**src/rtl/calc_pkg.sv**
```systemverilog
`default_nettype none
// ---------------------------------------------------------------------------
// calc_pkg : shared types and helpers for the calculator token path
// Rev 1.0
// ---------------------------------------------------------------------------
package calc_pkg;

  typedef enum logic [3:0] {
    S_IDLE     = 4'd0,
    S_DIGIT    = 4'd1,
    S_ECHO_OP  = 4'd2,
    S_PUSH_NUM = 4'd3,
    S_PUSH_OP  = 4'd4,
    S_WAIT_ANS = 4'd5,
    S_SHOW_ANS = 4'd6,
    S_DONE     = 4'd7,
    S_ERROR    = 4'd8
  } state_e;

  localparam logic [3:0] EQ_CODE_DEF   = 4'hF;
  localparam int         OP_WORD_MAX_W = 64;

  // Operator word: MSB of the data_w-wide word set, token zero-extended below it.
  function automatic logic [OP_WORD_MAX_W-1:0] make_op_word(input logic [15:0] token,
                                                             input int unsigned data_w);
    return (64'd1 << (data_w - 1)) | {48'd0, token};
  endfunction

endpackage
`default_nettype wire

```
**src/rtl/number_accumulator.sv**
```systemverilog
`default_nettype none
// ---------------------------------------------------------------------------
// number_accumulator : builds a binary operand from radix digits
// Rev 1.0
// ---------------------------------------------------------------------------
module number_accumulator
  import calc_pkg::*;
#(
  parameter int DATA_W  = 32,
  parameter int TOKEN_W = 4,
  parameter int RADIX   = 10
) (
  input  logic               clock,
  input  logic               reset,
  input  logic               clear,
  input  logic               load_digit,
  input  logic [TOKEN_W-1:0] digit,
  output logic [DATA_W-1:0]  acc,
  output logic               have_num,
  output logic               overflow,
  output logic               bad_digit
);

  // Wide enough that acc*RADIX + digit can never wrap, so the overflow test is exact.
  localparam int PROD_W = DATA_W + $clog2(RADIX) + 1;

  logic [DATA_W-1:0] acc_q, acc_d;
  logic              have_num_q, have_num_d;
  logic [PROD_W-1:0] acc_ext, digit_ext, radix_ext, next_ext;

  always_comb begin
    acc_ext   = PROD_W'(acc_q);
    digit_ext = PROD_W'(digit);
    radix_ext = PROD_W'(RADIX);
    next_ext  = acc_ext * radix_ext + digit_ext;
    bad_digit = (digit_ext >= radix_ext);
    overflow  = |next_ext[PROD_W-1:DATA_W];
  end

  always_comb begin
    acc_d      = acc_q;
    have_num_d = have_num_q;
    if (clear) begin
      acc_d      = '0;
      have_num_d = 1'b0;
    end else if (load_digit && !overflow && !bad_digit) begin
      acc_d      = next_ext[DATA_W-1:0];
      have_num_d = 1'b1;
    end
  end

  always_ff @(posedge clock) begin
    if (reset) begin
      acc_q      <= '0;
      have_num_q <= 1'b0;
    end else begin
      acc_q      <= acc_d;
      have_num_q <= have_num_d;
    end
  end

  assign acc      = acc_q;
  assign have_num = have_num_q;

endmodule
`default_nettype wire

```
**src/rtl/calc_sequencer.sv**
```systemverilog
`default_nettype none
// ---------------------------------------------------------------------------
// calc_sequencer : decoder-to-ffcalc token sequencer with display echo
// Rev 1.0
// ---------------------------------------------------------------------------
module calc_sequencer
  import calc_pkg::*;
#(
  parameter int                 DATA_W  = 32,
  parameter int                 TOKEN_W = 4,
  parameter int                 RADIX   = 10,
  parameter logic [TOKEN_W-1:0] EQ_CODE = TOKEN_W'(EQ_CODE_DEF)
) (
  input  logic                        clock,
  input  logic                        reset,
  input  logic                        tok_valid,
  input  logic                        tok_is_number,
  input  logic [TOKEN_W-1:0]          tok_data,
  output logic                        tok_ready,
  output logic                        calc_valid,
  output logic [DATA_W-1:0]           calc_data,
  input  logic                        calc_ready,
  input  logic                        ans_valid,
  input  logic [DATA_W-1:0]           ans_data,
  output logic                        disp_we,
  output logic [DATA_W-1:0]           disp_data,
  output logic [$clog2(DATA_W+1)-1:0] disp_size,
  output logic                        done,
  output logic                        err,
  output logic [3:0]                  state_dbg
);

  localparam int SIZE_W = $clog2(DATA_W+1);

  state_e               state_q, state_d;
  logic                 rdy_en_q;
  logic [TOKEN_W-1:0]   tok_q;
  logic [DATA_W-1:0]    ans_q;
  logic [DATA_W-1:0]    acc_val;
  logic                 have_num;
  logic                 acc_ovf;
  logic                 acc_bad;
  logic                 accept;
  logic                 acc_load;
  logic                 acc_clear;
  logic [OP_WORD_MAX_W-1:0] op_word_full;

  assign accept    = tok_valid && tok_ready;
  assign acc_load  = accept && tok_is_number;
  assign acc_clear = (state_q == S_PUSH_NUM) && calc_ready;

  // tok_q holds the last accepted token; it doubles as the latched operator
  // because no token is accepted between ECHO_OP and the end of PUSH_OP.
  assign op_word_full = make_op_word(16'(tok_q), DATA_W);

  generate
    if (DATA_W < OP_WORD_MAX_W) begin : g_op_hi
      logic unused_op_hi;
      assign unused_op_hi = ^op_word_full[OP_WORD_MAX_W-1:DATA_W];
    end
  endgenerate

  number_accumulator #(
    .DATA_W  (DATA_W),
    .TOKEN_W (TOKEN_W),
    .RADIX   (RADIX)
  ) u_acc (
    .clock      (clock),
    .reset      (reset),
    .clear      (acc_clear),
    .load_digit (acc_load),
    .digit      (tok_data),
    .acc        (acc_val),
    .have_num   (have_num),
    .overflow   (acc_ovf),
    .bad_digit  (acc_bad)
  );

  // rdy_en_q keeps tok_ready low throughout reset without a reset-to-output path.
  always_ff @(posedge clock) begin
    if (reset) begin
      state_q  <= S_IDLE;
      rdy_en_q <= 1'b0;
    end else begin
      state_q  <= state_d;
      rdy_en_q <= 1'b1;
    end
  end

  always_ff @(posedge clock) begin
    if (reset) begin
      tok_q <= '0;
      ans_q <= '0;
    end else begin
      if (accept) begin
        tok_q <= tok_data;
      end
      if ((state_q == S_WAIT_ANS) && ans_valid) begin
        ans_q <= ans_data;
      end
    end
  end

  always_comb begin
    state_d = state_q;
    case (state_q)
      S_IDLE: begin
        if (accept) begin
          if (tok_is_number) begin
            state_d = (acc_ovf || acc_bad) ? S_ERROR : S_DIGIT;
          end else if (have_num) begin
            state_d = S_ECHO_OP;
          end
        end
      end
      S_DIGIT:    state_d = S_IDLE;
      S_ECHO_OP:  state_d = S_PUSH_NUM;
      S_PUSH_NUM: if (calc_ready) state_d = S_PUSH_OP;
      S_PUSH_OP: begin
        if (calc_ready) begin
          state_d = (tok_q == EQ_CODE) ? S_WAIT_ANS : S_IDLE;
        end
      end
      S_WAIT_ANS: if (ans_valid) state_d = S_SHOW_ANS;
      S_SHOW_ANS: state_d = S_DONE;
      S_DONE:     state_d = S_DONE;
      S_ERROR:    state_d = S_ERROR;
      default:    state_d = S_IDLE;
    endcase
  end

  always_comb begin
    tok_ready  = 1'b0;
    calc_valid = 1'b0;
    calc_data  = '0;
    disp_we    = 1'b0;
    disp_data  = '0;
    disp_size  = '0;
    done       = 1'b0;
    err        = 1'b0;
    state_dbg  = state_q;
    case (state_q)
      S_IDLE: tok_ready = rdy_en_q;
      S_DIGIT, S_ECHO_OP: begin
        disp_we   = 1'b1;
        disp_data = DATA_W'(tok_q);
        disp_size = SIZE_W'(TOKEN_W);
      end
      S_PUSH_NUM: begin
        calc_valid = 1'b1;
        calc_data  = acc_val;
      end
      S_PUSH_OP: begin
        calc_valid = 1'b1;
        calc_data  = op_word_full[DATA_W-1:0];
      end
      S_SHOW_ANS: begin
        disp_we   = 1'b1;
        disp_data = ans_q;
        disp_size = SIZE_W'(DATA_W);
      end
      S_DONE:  done = 1'b1;
      S_ERROR: err  = 1'b1;
      default: ;
    endcase
  end

endmodule
`default_nettype wire
```
**config.mk**
```make
export PLATFORM = sky130hd
export DESIGN_NAME = calc_sequencer
export DESIGN_NICKNAME = d
export VERILOG_FILES = /design/src/rtl/calc_pkg.sv /design/src/rtl/number_accumulator.sv /design/src/rtl/calc_sequencer.sv
export SDC_FILE = /design/constraint.sdc
export NUM_CORES = 1
export LEC_CHECK = 0
export CAP_MARGIN = 30
export CORE_MARGIN = 2
export CORE_UTILIZATION = 50
export DETAILED_ROUTE_END_ITERATION = 12
export PLACE_DENSITY_LB_ADDON = 0.05
export SLEW_MARGIN = 20
export SYNTH_ARGS = -nofsm -noshare
export SYNTH_HDL_FRONTEND = slang
export SYNTH_SLANG_ARGS = --single-unit
```
**constraint.sdc**
```tcl
create_clock -name clock -period 11 [get_ports clock]
set_clock_uncertainty 0.15 [all_clocks]
set_input_delay 1.65 -clock clock [delete_from_list [all_inputs] [get_ports clock]]
set_output_delay 1.65 -clock clock [all_outputs]
set_load 0.05 [all_outputs]
```
After elaboration in Yosys (flattened, before gate mapping)
Index checks and enable logic that the tools add are counted.
- register bits: 74
- input bits: 42
- output and inout bits: 79
- logic and storage cells: 58
- add/subtract/negate cells: 1
- $mul: 1
- $lt $le $gt $ge: 1
- equality and inequality tests: 14
- mux-type cells: 18
- reduce and logical (&&, ||, !) cells: 17
- operators with widths (operator ; number):
    $pmux 32 s2 ; 2
    $add 36x4->37 ; 1
    $mul 32x3->35 const B ; 1
    $mux 4 ; 7
    $pmux 4 s7 ; 1
    $eq 4x3->1 const B ; 4
    $pmux 6 s2 ; 1
    $eq 4x2->1 const B ; 2
    $eq 4x4->1 const B ; 2
    $ne 2x2->1 const B ; 4
    $reduce_or 2->1 ; 4
    $logic_and 1x1->1 ; 6
    $mux 1 ; 6
    $reduce_and 5->1 ; 1
    $reduce_or 5->1 ; 1
    $eq 4x1->1 const B ; 1
    $ge 4x4->1 const B ; 1
    $logic_not 4->1 ; 1
    $mux 3 ; 1
    $ne 3x2->1 const B ; 1
    $reduce_or 3->1 ; 1
    $logic_not 1->1 ; 2
    $logic_or 1x1->1 ; 1

Depth between registers and ports, before layout
Gate-level depths: netlist of the first run.
- depth after elaboration: 8
- mapped depth: 17
- gate-level depth less buffers: 14

By module
Synthesis of the first run repeated with hierarchy kept, for this count alone.
- cells, all modules: 843
- area, all modules: 6551.3 um^2
- by module, submodules not included (module ; instances ; cells each ; area each (um^2) ; sequential area each (um^2)):
    number_accumulator ; 1 ; 554 ; 4364.2 ; 660.6
    calc_sequencer ; 1 ; 289 ; 2187.1 ; 820.8

Worst setup path after synthesis of the first run
OpenSTA, ideal clock, no wires.
- path kind: input -> register
- start point: input port tok_data[1]
- end point: register u_acc.acc_q[31], in the netlist u_acc.acc[31]
- data arrival time: 4.682 ns
- data required time: 10.718 ns
- slack: 6.036 ns
- stages on the path: 14
- cells stage by stage: ha_1 -> inv_1 -> fa_1 -> nor2b_1 -> o21ai_0 -> nor3_1 -> nand4_1 -> nor4_1 -> or4b_4 -> or4_4 -> and4_4 -> buf_6 -> o22ai_2 -> a21oi_1
- cells in the longest elaborated chain, start to end: 5
- elaborated cells between the ends (all ways): 7
- those cells by class: add/sub (1); order compare (1); reduce/logical (5)
- ends and longest elaborated chain (item ; RTL line ; RTL):
    start: declaration ; calc_sequencer.sv:18 ; input logic [TOKEN_W-1:0] tok_data,
    $add 36x4->37 ; number_accumulator.sv:35 ; next_ext = acc_ext * radix_ext + digit_ext;
    $reduce_or 5->1 ; number_accumulator.sv:37 ; overflow = |next_ext[PROD_W-1:DATA_W];
    $logic_not 1->1 ; number_accumulator.sv:46 ; end else if (load_digit && !overflow && !bad_digit) begin
    $logic_and 1x1->1 (2 in a row) ; number_accumulator.sv:46 ;
    end signal: assignment ; number_accumulator.sv:54 ; acc_q <= '0;
    end signal: assignment ; number_accumulator.sv:57 ; acc_q <= acc_d;
    end: declaration ; number_accumulator.sv:27 ; logic [DATA_W-1:0] acc_q, acc_d;
Parallel ways exist; a longest one is shown, timed or not.
A chain may end at the register's enable or synchronous reset.

Final worst setup path of the first run
- start point: input port tok_data[1]
- end point: register u_acc.acc_q[29], in the netlist u_acc.acc[29]
Same word-level chain as after synthesis.

==> flow_metrics.tcl, run 1 <==
set metrics [dict create \
    netlist_area_mm2 0.00655 \
    seq_area_frac_synth_pct 22.6 \
    cp-end-kind "flop" \
    cts_buffers 9 \
    crit_buf_inv 2 \
    yosysWarnings 0 \
    areaGrowthSynthToFinish_pct 22.5 \
    floorplan.initialDensity_pct 51.5 \
    rows 41 \
    critical_path.cell_chain "clkdlybuf4s50_1 -> ha_1 -> inv_1 -> fa_1 -> nor2b_1 -> o21ai_0 -> nor3_1 -> nand4_1 -> nor4_1 -> or4b_4 -> or4_4 -> nand4_4 -> a22o_1 -> a21oi_1" \
    syn_inst 866 \
    p_seq_share_pct 45.2 \
    core_area_mm2 0.0127 \
    grt.total_usage_pct 26.9 \
    ys_types 76 \
    drive_above_1_share_pct 6.60 \
    setup_viol 0 \
    synth_area_per_cell_um2 7.57 \
    gp_congestion 0.923 \
    multi_input_area_mm2 0.00476 \
    fmax_ghz 0.176 \
    grt_overflow_total 0 \
    crit_path_max_fanout 34 \
    worstSetupPathType "in -> reg" \
    fin_tns_setup_ns 0 \
    finalCritPeriodShare_pct 51.8 \
    power-per-cell-area_mw_per_mm2 75.7 \
    crit_family "simple AND/OR/NAND/NOR gates" \
    fillers 1161 \
    critPathRequiredTime_ns 11.05 \
    fin_crit_ns 5.70 \
    h-tree-depth 3 \
    hold_violations 0 \
    worst_slack_ns 5.30 \
    layout.nets 1057 \
    clock_sinks 74 \
    clkPwrFrac_pct 42.9 \
    place_ws_ns 5.00 \
    clockBufferDepth 2 \
    slowest_delay_ns 0.53 \
    grt_max_degree 40 \
    ir_drop_mv 0.0861 \
    postCtsHoldBufs 0 \
    seq_area_mm2 0.00148 \
    numPortBuffers 116 \
    post_cts_buffers 0 \
    internal_power_uw 452 \
    startpoint_type "input port" \
    clk_latency_ns 0.33 \
    arrival_ns 5.74 \
    firstDrtPassIters 5 \
    hold_slack_ns 0.300 \
    cts_repair_resize_count 0 \
    avgRoutedWirePerCell_um 17.1 \
    antenna_cells 0 \
    clk_pin_slew_ns 0.06 \
    die_height_um 118 \
    antenna_found_initial 0 \
    cts_tree "done" \
    run_status "complete, no violations" \
    async_reset_ff_share_pct 0 \
    relSlewSlack_pct 37.6 \
    die_area_mm2 0.0140 \
    sw_frac_of_total_pct 25.7 \
    drc_errors 0 \
    grt_pass1_vias 6216 \
    boundaryPins 121 \
    switching_power_uw 156 \
    root_buffer "clkbuf_16" \
    synth_edf_count 0 \
    power.leakage_uw 0.00317 \
    totalWireLength_mm 19.2 \
    cp_slowest_cell "or4b_4" \
    timing.max_cap.violations 0 \
    grt_pass1_wl_mm 31.2 \
    drt_iter0_markers 568 \
    chipWidth_um 118 \
    comb_power_share_pct 11.8 \
    ys_ff_latch 74 \
    tightest_slew_ns 0.936 \
    viasPerCell 5.99 \
    ant_nets 0 \
    hpwl_mm 14.7 \
    drv_slew 0 \
    synth_ff_type "dfxtp_1" \
    vias 6743 \
    rsz0062_at_grt "no" \
    min_path_type "reg -> reg" \
]
[power by group through the flow]
stage	clock, µW	combinational [µW]	sequential, µW
2_1_floorplan	0	40.8	280
3_3_place_gp	0	68.0	281
3_5_place_dp	0	71.2	281
4_1_cts	265	71.4	275
5_1_grt	276	76.6	275
6_report	261	72.0	275
[area by class of cell]
type | count | share of cell area (%)
multi-input combinational | 721 | 59.2
tap | 172 | 2.68
inverter | 20 | 0.935
clock inverter | 3 | 0.218
clock buffer | 12 | 2.95
timing repair buffer | 124 | 15.5
sequential | 74 | 18.5
[sequential cells by signal, indices dropped and copies added, names as in the netlist]
register and cells:
state_dbg 4, rdy_en_q 1, u_acc.acc 32, ans_q 32
tok_q 4, u_acc.have_num 1
[metal layers]
metal / vias to the layer above / global-route usage [%] / wire (µm)
met4: 0 / 4.84 / 208
li1: 3332 / - / -
met2: 234 / 45.6 / 9160
met1: 3159 / 36.1 / 8680
met3: 18 / 4.78 / 1160
met5: - / 0 / 0
[through the flow]
step | total power (µW) | area (µm²) | std cells | util [%]
floorplan | 321 | 6560 | 869 | -
global placement | 349 | 7710 | 1107 | 60.6
detailed placement | 352 | 7770 | 1111 | 61.1
CTS | 611 | 8030 | 1126 | 63.1
global route | 628 | 8030 | 1126 | 63.1
finish | 608 | 8030 | 1126 | 63.1
[tightest hold or removal path, delay by kind of cell, from the launching register on]
kind             cells  cell delay (ns)
flip-flops           1             0.30
AND/OR/NAND/NOR      1             0.05
AO/OA/AOI/OAI        1             0.05
[layout by cell type, fill, tap and decap left out, types with 10 or more instances in the layout]
cell             instances
nor3_1                  20
dfxtp_1                 74
a22o_1                  10
and3_1                  37
xor2_1                  16
clkdlybuf4s50_1        116
xnor2_1                 22
nand3_1                 45
a21oi_1                113
ha_1                    63
nor2_1                  41
and2_1                  37
o21ai_1                 24
o21ai_0                 27
inv_1                   20
nand2_1                109
[cells in the mapped netlist (22+ instances only)]
master | instances | area share (%)
a21oi_1 | 113 | 8.6
nand2_1 | 109 | 6.2
dfxtp_1 | 74 | 23
ha_1 | 63 | 12
nand3_1 | 46 | 3.5
nor2_1 | 41 | 2.3
and2_1 | 37 | 3.5
and3_1 | 37 | 3.5
clkbuf_1 | 31 | 1.8
o21ai_0 | 27 | 2.1
o21ai_1 | 24 | 1.8
xnor2_1 | 22 | 2.9
[final timing paths]
kind                 from             to  slack [ns]  cells after the start
min reg2reg     ans_q[23]      ans_q[23]        0.30                      2
max reg2reg  u_acc.acc[1]  u_acc.acc[12]        5.82                     15
min             ans_q[23]      ans_q[23]        0.30                      2
max           tok_data[1]  u_acc.acc[29]        5.30                     14
[cells by family (layout without fill, tap and decap cells)]
kind of cell             after synthesis  in the layout  share of synthesized area, %
XOR/XNOR                              38             38                          5.08
flip-flops                            74             74                          22.6
adder cells (fa/ha/maj)               65             65                          12.6
multiplexers                           5              5                         0.764
AO/OA/AOI/OAI                        255            255                          24.7
other                                  1              4                        0.0572
buffers and inverters                 74            159                          5.38
AND/OR/NAND/NOR                      354            354                          28.7
No activity file was read; power rests on OpenSTA's default activity.
==> inputs of run 2 (changes only) <==
--- a/config.mk
+++ b/config.mk
@@ -7,7 +7,7 @@
 export LEC_CHECK = 0
 export CAP_MARGIN = 30
 export CORE_MARGIN = 2
-export CORE_UTILIZATION = 50
+export CORE_UTILIZATION = 49
 export DETAILED_ROUTE_END_ITERATION = 12
 export PLACE_DENSITY_LB_ADDON = 0.05
 export SLEW_MARGIN = 20
==> constraint.sdc (replaced) <==
create_clock -name clock -period 5.2 [get_ports clock]
set_clock_uncertainty 0.15 [all_clocks]
set_input_delay 0.78 -clock clock [delete_from_list [all_inputs] [get_ports clock]]
set_output_delay 0.78 -clock clock [all_outputs]
set_load 0.05 [all_outputs]
==> run 2 against run 1 <==
Combinational power grew 110%; clock power grew to 2.6 times the previous value; utilization is 0.87 points lower; final area increased by 1.8%; sequential share of layout area decreased by 0.33 points; via count increased by 0.16%; worst hold slack got worse by 0.0029 ns; cell count grew 1.3%; sequential cell count did not move; worst setup slack got worse by 5.0 ns; first-iteration DRC count increased by 11%; critical endpoint is now u_acc.acc[26]; largest cell class unchanged.
==> flow_metrics.tcl, run 2 (synthesis gave the netlist of run 1 again) <==
set metrics [dict create \
    boundaryPins 121 \
    clockBufferDepth 2 \
    chipWidth_um 120 \
    min_path_type "reg -> reg" \
    ir_drop_mv 0.161 \
    final_core_util_pct 62.2 \
    p_total_uw 1410 \
    crit_buf_inv 3 \
    startpoint_type "flop" \
    critPathRequiredTime_ns 5.25 \
    power.leakage_uw 0.00325 \
    r2r.worst_path.cells 16 \
    cp-end-kind "flop" \
    critical_path.cell_chain "ha_1 -> ha_1 -> inv_1 -> fa_1 -> nand2b_1 -> a21oi_1 -> o21ai_0 -> a211oi_1 -> nand4_1 -> nor4b_1 -> nor4b_4 -> a2111oi_4 -> buf_4 -> buf_4 -> nor3_2 -> nor3_1" \
    ant_nets 0 \
    clk_pin_slew_ns 0.06 \
    comb_power_share_pct 10.7 \
    clock_sinks 74 \
    die_area_mm2 0.0143 \
    grt_overflow_total 0 \
    layout.nets 1067 \
    drt_iter0_markers 629 \
    r2r-end "u_acc.acc[26]" \
    grt_pass1_vias 6109 \
    clkPwrFrac_pct 48.1 \
    p_seq_share_pct 41.2 \
    hold_path_depth 2 \
    die_height_um 120 \
    fillers 1227 \
    arrival_ns 4.91 \
    vias 6754 \
    drc_errors 0 \
    rsz0062_at_grt "no" \
    crit_path_max_fanout 13 \
    final_common_cell "clkdlybuf4s50_1" \
    cts_buffers 9 \
    hpwl_mm 14.6 \
    setup_viol 0 \
    grt_pass1_wl_mm 31.0 \
    cp_slowest_cell "nor4b_4" \
    numPortBuffers 116 \
    grt_max_degree 40 \
    h-tree-depth 3 \
    fmax_ghz 0.206 \
    drive_above_1_share_pct 8.08 \
    fin_crit_ns 4.86 \
    path_depth 16 \
    mostFrequentLayoutCells "clkdlybuf4s50_1, a21oi_1, nand2_1" \
    sw_frac_of_total_pct 24.2 \
    power-per-cell-area_mw_per_mm2 173 \
    ff2ff_setup_slack_ns 0.34 \
    switching_power_uw 341 \
    timing.max_cap.violations 0 \
    finalCritPeriodShare_pct 93.5 \
    hold_violations 0 \
    tightest_slew_ns 0.680 \
    gp_congestion 0.883 \
    place_ws_ns 0.288 \
    firstDrtPassIters 5 \
    core_area_mm2 0.0131 \
    grt.total_usage_pct 26.4 \
    rows 42 \
    run_status "complete, no violations" \
    areaGrowthSynthToFinish_pct 24.8 \
    relSlewSlack_pct 54.3 \
    drv_slew 0 \
    worst_slack_ns 0.340 \
    worstSetupPathType "reg -> reg" \
    seq_area_mm2 0.00148 \
    floorplan.initialDensity_pct 49.9 \
    r2r-start "u_acc.acc[3]" \
    hold_start "ans_q[28]" \
    multi_input_area_mm2 0.00476 \
    avgRoutedWirePerCell_um 16.9 \
    antenna_cells 0 \
    viasPerCell 5.92 \
    fin_tns_setup_ns 0 \
    crit_family "simple AND/OR/NAND/NOR gates" \
    antenna_found_initial 0 \
    hold_end "ans_q[28]" \
    slowest_delay_ns 0.53 \
    internal_power_uw 1070 \
    cts_tree "done" \
    clk_latency_ns 0.33 \
    root_buffer "clkbuf_16" \
    totalWireLength_mm 19.2 \
]
-- run 2: stage by stage --
stage	instance area, µm²	std cells	hold slack (ns)
final	8180	1141	0.298
after detailed placement	7840	1124	0.292
after CTS	8160	1140	0.300
after global placement	7800	1122	0.288
after global routing	8180	1141	0.312
after floorplan	6560	869	0.282
-- run 2: layout make-up --
cell class | count | area share, %
clock buffers | 10 | 2.92
clock inverters | 6 | 1.09
inverters | 20 | 0.918
multi-input cells | 721 | 58.2
flip-flops and latches | 74 | 18.1
well taps | 176 | 2.69
repair buffers | 134 | 16.0
-- run 2: worst max path at each step --
stage,start,to,slack (ns)
after floorplan,u_acc.acc[1],u_acc.acc[31],1.08
after global routing,u_acc.acc[1],u_acc.acc[8],0.1
after CTS,u_acc.acc[1],u_acc.acc[20],0.32
after detailed placement,tok_data[1],u_acc.acc[31],0.29
final,u_acc.acc[3],u_acc.acc[26],0.34
after global placement,tok_data[1],u_acc.acc[31],0.38
-- run 2: power groups by stage --
stage | logic, µW | registers [µW] | clock network (µW)
5_1_grt | 163 | 582 | 712
2_1_floorplan | 86.4 | 593 | 0
4_1_cts | 150 | 581 | 691
6_report | 151 | 582 | 679
3_3_place_gp | 146 | 594 | 0
3_5_place_dp | 150 | 594 | 0
-- run 2: tightest hold or removal path: cells and delay by family, from the launching register on --
family | cells | cell delay, ns
AO/OA/AOI/OAI | 1 | 0.05
flip-flops | 1 | 0.30
AND/OR/NAND/NOR | 1 | 0.05
-- run 2: routing by layer --
layer | global-route usage (%) | part of all wire, % | vias up
li1 | - | - | 3343
met1 | 37.8 | 47 | 3185
met2 | 42.1 | 47 | 212
met3 | 3.99 | 5.7 | 14
met4 | 5.59 | 0.89 | 0
met5 | 0 | 0 | -
-- run 2: what timing repair did --
item	CTS	global route
resized for setup	0	1
hold buffers	0	0
endpoints found under the setup margin	0	3
setup buffers	0	0
